===== config.mk =====
export PLATFORM = sky130hd
export DESIGN_NAME = image_read_stream
export DESIGN_NICKNAME = d
export VERILOG_FILES = /design/src/rtl/image_read_pkg.sv /design/src/rtl/image_read_fifo.sv /design/src/rtl/image_read_stream.sv
export SDC_FILE = /design/constraint.sdc
export NUM_CORES = 2
export LEC_CHECK = 0
export CORE_UTILIZATION = 27
export CTS_BUF_LIST = sky130_fd_sc_hd__clkbuf_8 sky130_fd_sc_hd__clkbuf_16
export DETAILED_ROUTE_END_ITERATION = 10
export GPL_TIMING_DRIVEN = 1
export SKIP_CTS_REPAIR_TIMING = 1
export SYNTH_ARGS = -nofsm -noshare
export SYNTH_HDL_FRONTEND = slang
export SYNTH_SLANG_ARGS = --single-unit

===== constraint.sdc =====
create_clock -name clk -period 13.38 [get_ports clk]
set_clock_uncertainty 0.2 [all_clocks]
set_input_delay 3.345 -clock clk [delete_from_list [all_inputs] [get_ports clk]]
set_output_delay 3.345 -clock clk [all_outputs]
set_load 0.1 [all_outputs]

===== src/rtl/image_read_pkg.sv =====
`default_nettype none
// ============================================================================
// Module   : image_read_pkg
// Purpose  : Config register map, FSM encoding and coordinate type for the
//            image read stream.
// Revision : 1.0 - initial release
// ============================================================================
package image_read_pkg;

  localparam int CFG_IR_IMG_W   = 1;
  localparam int CFG_IR_IMG_DH  = 2;
  localparam int CFG_IR_PAD     = 3;
  localparam int CFG_IR_CONV    = 4;
  localparam int CFG_IR_PAD_VAL = 5;
  localparam int CFG_IR_BASE    = 6;

  localparam int DH_D_LSB       = 16;
  localparam int PAD_L_LSB      = 24;
  localparam int PAD_R_LSB      = 16;
  localparam int PAD_T_LSB      = 8;
  localparam int PAD_B_LSB      = 0;
  localparam int CONV_SIDE_LSB  = 16;

  typedef enum logic [1:0] {
    ST_IDLE  = 2'd0,
    ST_RUN   = 2'd1,
    ST_DRAIN = 2'd2,
    ST_DONE  = 2'd3
  } ir_state_t;

  // Signed coordinate wide enough for negative padding plus a full step overshoot
  typedef logic signed [19:0] coord_t;

  function automatic coord_t to_coord(input logic [15:0] v);
    return $signed({4'b0000, v});
  endfunction

endpackage
`default_nettype wire


===== src/rtl/image_read_fifo.sv =====
`default_nettype none
// ============================================================================
// Module   : image_read_fifo
// Purpose  : Synchronous FIFO with occupancy count; head word reads as zero
//            while empty.
// Revision : 1.0 - initial release
// ============================================================================
module image_read_fifo #(
  parameter int WIDTH = 8,
  parameter int DEPTH = 8
) (
  input  logic                       clk,
  input  logic                       rst,
  input  logic                       push,
  input  logic [WIDTH-1:0]           push_data,
  input  logic                       pop,
  output logic [WIDTH-1:0]           pop_data,
  output logic [$clog2(DEPTH+1)-1:0] count
);

  localparam int c_ptr_w = (DEPTH > 1) ? $clog2(DEPTH) : 1;
  localparam int c_cnt_w = $clog2(DEPTH + 1);

  logic [WIDTH-1:0]   r_mem [DEPTH];
  logic [c_ptr_w-1:0] r_wr_ptr;
  logic [c_ptr_w-1:0] r_rd_ptr;
  logic [c_cnt_w-1:0] r_count;
  logic               w_wr_en;
  logic               w_rd_en;

  function automatic logic [c_ptr_w-1:0] ptr_inc(input logic [c_ptr_w-1:0] p);
    return (p == c_ptr_w'(DEPTH - 1)) ? '0 : p + c_ptr_w'(1);
  endfunction

  assign w_rd_en  = pop && (r_count != '0);
  assign w_wr_en  = push && ((r_count != c_cnt_w'(DEPTH)) || w_rd_en);
  assign count    = r_count;
  assign pop_data = (r_count != '0) ? r_mem[r_rd_ptr] : '0;

  always_ff @(posedge clk) begin
    if (w_wr_en) begin
      r_mem[r_wr_ptr] <= push_data;
    end
  end

  always_ff @(posedge clk or negedge rst) begin
    if (!rst) begin
      r_wr_ptr <= '0;
      r_rd_ptr <= '0;
      r_count  <= '0;
    end else begin
      if (w_wr_en) r_wr_ptr <= ptr_inc(r_wr_ptr);
      if (w_rd_en) r_rd_ptr <= ptr_inc(r_rd_ptr);
      case ({w_wr_en, w_rd_en})
        2'b10:   r_count <= r_count + c_cnt_w'(1);
        2'b01:   r_count <= r_count - c_cnt_w'(1);
        default: r_count <= r_count;
      endcase
    end
  end

endmodule
`default_nettype wire


===== src/rtl/image_read_stream.sv =====
`default_nettype none
// ============================================================================
// Module   : image_read_stream
// Purpose  : Walks a padded 3-D image one convolution window at a time and
//            streams the words through a latency-sized prefetch FIFO.
// Revision : 1.0 - initial release
// ============================================================================
module image_read_stream
  import image_read_pkg::*;
#(
  parameter int CFG_DWIDTH = 32,
  parameter int CFG_AWIDTH = 5,
  parameter int RD_LATENCY = 3,
  parameter int GROUP_NB   = 4,
  parameter int IMG_WIDTH  = 16,
  parameter int MEM_AWIDTH = 16,
  parameter int FIFO_DEPTH = 8
) (
  input  logic                          clk,
  input  logic                          rst,
  input  logic [CFG_DWIDTH-1:0]         cfg_data,
  input  logic [CFG_AWIDTH-1:0]         cfg_addr,
  input  logic                          cfg_valid,
  input  logic                          next,
  output logic                          busy,
  output logic                          done,
  output logic                          rd_val,
  output logic [MEM_AWIDTH-1:0]         rd_addr,
  input  logic [GROUP_NB*IMG_WIDTH-1:0] rd_data,
  output logic [GROUP_NB*IMG_WIDTH-1:0] image_bus,
  output logic                          image_last,
  output logic                          image_val,
  input  logic                          image_rdy
);

  localparam int c_data_w = GROUP_NB * IMG_WIDTH;
  localparam int c_cnt_w  = $clog2(FIFO_DEPTH + RD_LATENCY + 1);
  localparam int c_fcnt_w = $clog2(FIFO_DEPTH + 1);
  localparam coord_t c_zero = '0;

  ir_state_t             r_state, w_state_nxt;
  logic [15:0]           r_img_w_m1, r_img_h_m1, r_img_d_m1, r_step;
  logic [7:0]            r_pad_l, r_pad_r, r_pad_t, r_pad_b, r_side;
  logic [IMG_WIDTH-1:0]  r_pad_val;
  logic [MEM_AWIDTH-1:0] r_base;
  coord_t                r_oy, r_ox;
  logic [15:0]           r_d;
  logic [7:0]            r_kr, r_kc;
  logic [RD_LATENCY-1:0] r_dl_val, r_dl_pad, r_dl_last;

  logic                  w_start, w_issue, w_room, w_inb;
  logic                  w_row_end, w_img_end, w_win_end, w_last_coord;
  coord_t                w_w, w_h, w_x, w_y, w_ox_nxt, w_oy_nxt;
  logic [7:0]            w_side_m1;
  logic [MEM_AWIDTH-1:0] w_lin;
  logic [c_cnt_w-1:0]    w_in_flight;
  logic [c_fcnt_w-1:0]   w_fifo_count;
  logic                  w_push, w_pop;
  logic [c_data_w:0]     w_push_data, w_head;

  assign w_start = (r_state == ST_IDLE) && next;

  always_ff @(posedge clk or negedge rst) begin
    if (!rst) begin
      r_img_w_m1 <= '0;
      r_img_h_m1 <= '0;
      r_img_d_m1 <= '0;
      r_pad_l    <= '0;
      r_pad_r    <= '0;
      r_pad_t    <= '0;
      r_pad_b    <= '0;
      r_side     <= '0;
      r_step     <= '0;
      r_pad_val  <= '0;
      r_base     <= '0;
    end else if (cfg_valid && (r_state == ST_IDLE)) begin
      case (cfg_addr)
        CFG_AWIDTH'(CFG_IR_IMG_W): r_img_w_m1 <= cfg_data[15:0];
        CFG_AWIDTH'(CFG_IR_IMG_DH): begin
          r_img_d_m1 <= cfg_data[DH_D_LSB +: 16];
          r_img_h_m1 <= cfg_data[15:0];
        end
        CFG_AWIDTH'(CFG_IR_PAD): begin
          r_pad_l <= cfg_data[PAD_L_LSB +: 8];
          r_pad_r <= cfg_data[PAD_R_LSB +: 8];
          r_pad_t <= cfg_data[PAD_T_LSB +: 8];
          r_pad_b <= cfg_data[PAD_B_LSB +: 8];
        end
        CFG_AWIDTH'(CFG_IR_CONV): begin
          r_side <= cfg_data[CONV_SIDE_LSB +: 8];
          r_step <= cfg_data[15:0];
        end
        CFG_AWIDTH'(CFG_IR_PAD_VAL): r_pad_val <= cfg_data[IMG_WIDTH-1:0];
        CFG_AWIDTH'(CFG_IR_BASE):    r_base    <= cfg_data[MEM_AWIDTH-1:0];
        default: ;
      endcase
    end
  end

  assign w_w       = to_coord(r_img_w_m1) + 20'sd1;
  assign w_h       = to_coord(r_img_h_m1) + 20'sd1;
  assign w_side_m1 = r_side - 8'd1;
  assign w_x       = r_ox + to_coord({8'd0, r_kc});
  assign w_y       = r_oy + to_coord({8'd0, r_kr});
  assign w_inb     = (w_x >= c_zero) && (w_x < w_w) && (w_y >= c_zero) && (w_y < w_h);
  assign w_ox_nxt  = r_ox + to_coord(r_step);
  assign w_oy_nxt  = r_oy + to_coord(r_step);
  // Next origin fits iff origin + side <= extent + trailing pad
  assign w_row_end = (w_ox_nxt + to_coord({8'd0, r_side})) > (w_w + to_coord({8'd0, r_pad_r}));
  assign w_img_end = (w_oy_nxt + to_coord({8'd0, r_side})) > (w_h + to_coord({8'd0, r_pad_b}));
  assign w_win_end = (r_kc == w_side_m1) && (r_kr == w_side_m1) && (r_d == r_img_d_m1);
  assign w_last_coord = w_win_end && w_row_end && w_img_end;

  // Modular arithmetic: truncating each operand to MEM_AWIDTH gives the same low bits
  assign w_lin = (MEM_AWIDTH'(r_d) * MEM_AWIDTH'(w_h) + MEM_AWIDTH'(w_y)) * MEM_AWIDTH'(w_w)
               + MEM_AWIDTH'(w_x);
  assign rd_val  = w_issue && w_inb;
  assign rd_addr = rd_val ? (r_base + w_lin) : '0;

  always_comb begin
    w_in_flight = '0;
    for (int i = 0; i < RD_LATENCY; i++) begin
      w_in_flight = w_in_flight + c_cnt_w'(r_dl_val[i]);
    end
  end

  assign w_room = (c_cnt_w'(w_fifo_count) + w_in_flight) < c_cnt_w'(FIFO_DEPTH);

  always_ff @(posedge clk or negedge rst) begin
    if (!rst) r_state <= ST_IDLE;
    else      r_state <= w_state_nxt;
  end

  always_comb begin
    w_state_nxt = r_state;
    busy        = 1'b0;
    done        = 1'b0;
    w_issue     = 1'b0;
    case (r_state)
      ST_IDLE: begin
        if (next) w_state_nxt = ST_RUN;
      end
      ST_RUN: begin
        busy    = 1'b1;
        w_issue = w_room;
        if (w_issue && w_last_coord) w_state_nxt = ST_DRAIN;
      end
      ST_DRAIN: begin
        busy = 1'b1;
        if ((w_in_flight == '0) && (w_fifo_count == '0)) w_state_nxt = ST_DONE;
      end
      ST_DONE: begin
        busy        = 1'b1;
        done        = 1'b1;
        w_state_nxt = ST_IDLE;
      end
      default: w_state_nxt = ST_IDLE;
    endcase
  end

  // Loop nest: origin x (inner), origin y (outer); within a window d, kr, kc
  always_ff @(posedge clk or negedge rst) begin
    if (!rst) begin
      r_oy <= '0;
      r_ox <= '0;
      r_d  <= '0;
      r_kr <= '0;
      r_kc <= '0;
    end else if (w_start) begin
      r_oy <= -to_coord({8'd0, r_pad_t});
      r_ox <= -to_coord({8'd0, r_pad_l});
      r_d  <= '0;
      r_kr <= '0;
      r_kc <= '0;
    end else if (w_issue) begin
      if (r_kc != w_side_m1) begin
        r_kc <= r_kc + 8'd1;
      end else begin
        r_kc <= '0;
        if (r_kr != w_side_m1) begin
          r_kr <= r_kr + 8'd1;
        end else begin
          r_kr <= '0;
          if (r_d != r_img_d_m1) begin
            r_d <= r_d + 16'd1;
          end else begin
            r_d <= '0;
            if (!w_row_end) begin
              r_ox <= w_ox_nxt;
            end else begin
              r_ox <= -to_coord({8'd0, r_pad_l});
              r_oy <= w_oy_nxt;
            end
          end
        end
      end
    end
  end

  always_ff @(posedge clk or negedge rst) begin
    if (!rst) begin
      r_dl_val  <= '0;
      r_dl_pad  <= '0;
      r_dl_last <= '0;
    end else begin
      r_dl_val[0]  <= w_issue;
      r_dl_pad[0]  <= !w_inb;
      r_dl_last[0] <= w_win_end;
      for (int i = 1; i < RD_LATENCY; i++) begin
        r_dl_val[i]  <= r_dl_val[i-1];
        r_dl_pad[i]  <= r_dl_pad[i-1];
        r_dl_last[i] <= r_dl_last[i-1];
      end
    end
  end

  assign w_push      = r_dl_val[RD_LATENCY-1];
  assign w_push_data = {r_dl_last[RD_LATENCY-1],
                        r_dl_pad[RD_LATENCY-1] ? {GROUP_NB{r_pad_val}} : rd_data};

  image_read_fifo #(
    .WIDTH (c_data_w + 1),
    .DEPTH (FIFO_DEPTH)
  ) u_fifo (
    .clk       (clk),
    .rst       (rst),
    .push      (w_push),
    .push_data (w_push_data),
    .pop       (w_pop),
    .pop_data  (w_head),
    .count     (w_fifo_count)
  );

  assign image_val  = (w_fifo_count != '0);
  assign image_bus  = w_head[c_data_w-1:0];
  assign image_last = w_head[c_data_w];
  assign w_pop      = image_val && image_rdy;

endmodule
`default_nettype wire


==> flow_summary.json <==
{
  "clockBufferDepth": 3,
  "htree_num_levels": 3,
  "grt_setup_unrepaired": "yes",
  "placed_cells_incl_taps": 6432,
  "async_reset_ff_share_pct": 30.6,
  "max-cap-violations": 0,
  "layout_cell_share_with_drive_strength_beyond_1_pct": 19.1,
  "routed_wirelength_um": 139000,
  "dp_hpwl_um": 98900,
  "initial_core_util_pct": 27.3,
  "most-common-layout-cells": "sky130_fd_sc_hd__edfxtp_1 (520), sky130_fd_sc_hd__inv_1 (449), sky130_fd_sc_hd__ha_1 (264), sky130_fd_sc_hd__buf_4 (260), sky130_fd_sc_hd__nand2_1 (229)",
  "hold_ws_ns": 0.145,
  "grt_pass1_wl_um": 206000,
  "i_o_buffers": 190,
  "kind_of_start_point_of_the_critical_path": "flop",
  "run_status": "finished, violations left",
  "final-instance-count-excl-fill": 6611,
  "num_rows": 152,
  "cts_inserted_buffers": 86,
  "io_pins": 191,
  "commonest_non_fill_non_tap_cell_in_the_layout": "sky130_fd_sc_hd__edfxtp_1",
  "setup_slack_ns": -1.68,
  "hold_path_depth": 0,
  "fill_cells": 17107,
  "grt_overflow_total": 0,
  "grt_max_degree": 104,
  "design.final.nets": 4813,
  "timing_hold_violations_final": 0,
  "critical_path_arrival_ns": 11.52,
  "worstSetupPathType": "flop to output pin",
  "antenna_left": 0,
  "critical_path.most_common_cell": "sky130_fd_sc_hd__fa_1",
  "ys_dominant_reg_cell": "sky130_fd_sc_hd__edfxtp_1",
  "syn2layout_area_growth_pct": 21.0,
  "worstRegToRegCells": 25,
  "route.detailed.wl_per_inst_um": 21.0,
  "synth-seq-area-share_pct": 45.6,
  "tritoncts_clock_tree": "done",
  "final_min_period_over_clock_period_pct": 113,
  "clock-sinks": 749,
  "max_clock_freq_mhz": 66.4,
  "cp-end-kind": "output pin",
  "post_synth_num_cell_types": 94,
  "post-route-util_pct": 33.0,
  "crit_path_top_delay_cell": "sky130_fd_sc_hd__fa_1",
  "post_dp_cell_area_um2": 53400,
  "area.sequential_um2": 21400,
  "die-width_um": 419,
  "clock_latency_reported_for_the_late_side_of_the_worst_skew_pair_ns": 0.71,
  "chipHeight_um": 419,
  "total_of_flip_flops_plus_latches_after_synthesis": 749,
  "clkTransAtPathRegs_ns": 0.07,
  "timing.final.setup_violations": 7,
  "first_iter_violations": 2128,
  "synth_enable_flop_cells": 520,
  "core-area_um2": 172000,
  "vias_per_cell": 4.74,
  "critical_path_peak_fanout": 8,
  "grt_pass1_vias": 32069,
  "crit_required_ns": 9.84,
  "synthesis.yosys.warnings": 0,
  "min-delay-path-class": "flop to flop",
  "total_area_of_multi_input_combinational_cells_um2": 23800,
  "drt_pre_antenna_iters": 5,
  "worst_stage_delay_on_the_critical_path_ns": 0.58,
  "post_synth.cell_area_avg_um2": 12.3,
  "final_area_um2": 56700,
  "floorplan.die_area_um2": 175000,
  "violations": "setup timing",
  "remaining_drc_errors": 0,
  "post_synth_inst_count": 3815,
  "vias": 31341,
  "cts_root_buf": "sky130_fd_sc_hd__clkbuf_16",
  "slew_headroom_pct": 24.0,
  "synthesis.area_um2": 46900,
  "grt.total_usage_pct": 15.8,
  "final-max-slew-violation-count": 0,
  "max_slew.worst_pin.slew_ns": 1.13,
  "timing.final.crit_period_ns": 15.06,
  "antenna_found_initial": 17,
  "gp_congestion": 0.915
}
[cell type report]
cell class              count  area share, %
well taps                2310           5.10
repair buffers            452           7.01
clock buffers              89           3.87
diodes                      6         0.0265
clock inverters            72           1.38
multi-input cells        2488           42.0
inverters                 445           2.95
flip-flops and latches    749           37.7
[critical path: cells and delay by family, from the launching register on]
| family | cells | cell delay, ns |
|---|---|---|
| AOI/OAI and AO/OA | 4 | 0.64 |
| xor gates and xnor gates | 12 | 2.54 |
| adders and majority gates | 14 | 5.94 |
| buffers and inverters | 9 | 0.83 |
| DFF | 1 | 0.42 |
| and+or+nand+nor | 3 | 0.42 |
[cell families (layout without fill, tap and decap cells)]
family | count (synthesis) | in the layout | share of synthesized area [%]
AOI/OAI and AO/OA | 490 | 490 | 6.72
xor gates and xnor gates | 278 | 278 | 5.85
adders and majority gates | 485 | 485 | 16.3
buffers and inverters | 579 | 1058 | 4.69
DFF | 749 | 749 | 45.6
muxes | 350 | 350 | 11.5
other | 1 | 8 | 0.00800
and+or+nand+nor | 883 | 883 | 9.34
[final timing paths]
check | to | start | slack (ns)
worst max-delay path | rd_addr[15] | r_img_h_m1[1] | -1.68
worst min-delay path | r_dl_pad[1] | r_dl_pad[0] | 0.15
worst max register to register | r_oy[2] | r_ox[0] | 5.88
worst min register to register | r_dl_pad[1] | r_dl_pad[0] | 0.15
max in group asynchronous | r_dl_pad[2] | rst | 8.85
min in group asynchronous | r_img_w_m1[9] | rst | 2.53
[Yosys cell counts (32+ instances only)]
master	count	share of area, %
sky130_fd_sc_hd__a21oi_1	86	0.92
sky130_fd_sc_hd__a21o_1	53	0.85
sky130_fd_sc_hd__edfxtp_1	520	33
sky130_fd_sc_hd__nor2_1	224	1.8
sky130_fd_sc_hd__o21a_1	32	0.51
sky130_fd_sc_hd__mux4_2	130	6.2
sky130_fd_sc_hd__mux2_2	135	3.2
sky130_fd_sc_hd__o21ai_0	172	1.8
sky130_fd_sc_hd__nand3_1	60	0.64
sky130_fd_sc_hd__nor3_1	43	0.46
sky130_fd_sc_hd__and2_1	80	1.1
sky130_fd_sc_hd__ha_1	273	7.3
sky130_fd_sc_hd__mux2i_1	69	1.5
sky130_fd_sc_hd__fa_1	212	9.1
sky130_fd_sc_hd__xnor2_1	146	2.7
sky130_fd_sc_hd__inv_1	441	3.5
sky130_fd_sc_hd__dfrtp_1	229	12
sky130_fd_sc_hd__xor2_1	110	2.1
sky130_fd_sc_hd__nand2b_1	45	0.60
sky130_fd_sc_hd__clkbuf_1	108	0.87
sky130_fd_sc_hd__nand4_1	41	0.55
sky130_fd_sc_hd__nand2_1	231	1.9
sky130_fd_sc_hd__nor2b_1	55	0.73
[sequential cells by signal, indices dropped and copies added (netlist names), 16 cells and up]
register	count
u_fifo.r_mem	520
r_ox	20
r_oy	20
r_base	16
r_d	16
r_img_d_m1	16
r_img_h_m1	16
r_img_w_m1	16
r_pad_val	16
r_step	16
[routing by layer]
metal  up-vias  GRT usage (%)  part of all wire, %
li1      14282              -                    -
met1     16039           20.3                   42
met2       817           27.0                   49
met3       203           2.25                  4.9
met4         0           5.54                  3.5
met5         -              0                    0
[through the flow]
stage	setup TNS (ns)	setup slack [ns]
2_1_floorplan	-0.613	-0.613
3_3_place_gp	-2.03	-1.16
3_5_place_dp	-2.00	-1.15
4_1_cts	-7.41	-2.02
5_1_grt	-8.42	-2.15
6_report	-5.23	-1.68
Power is left out: the tool's default activity adds up to more than one toggle a clock period on the data nets, which glitch-free logic cannot reach.
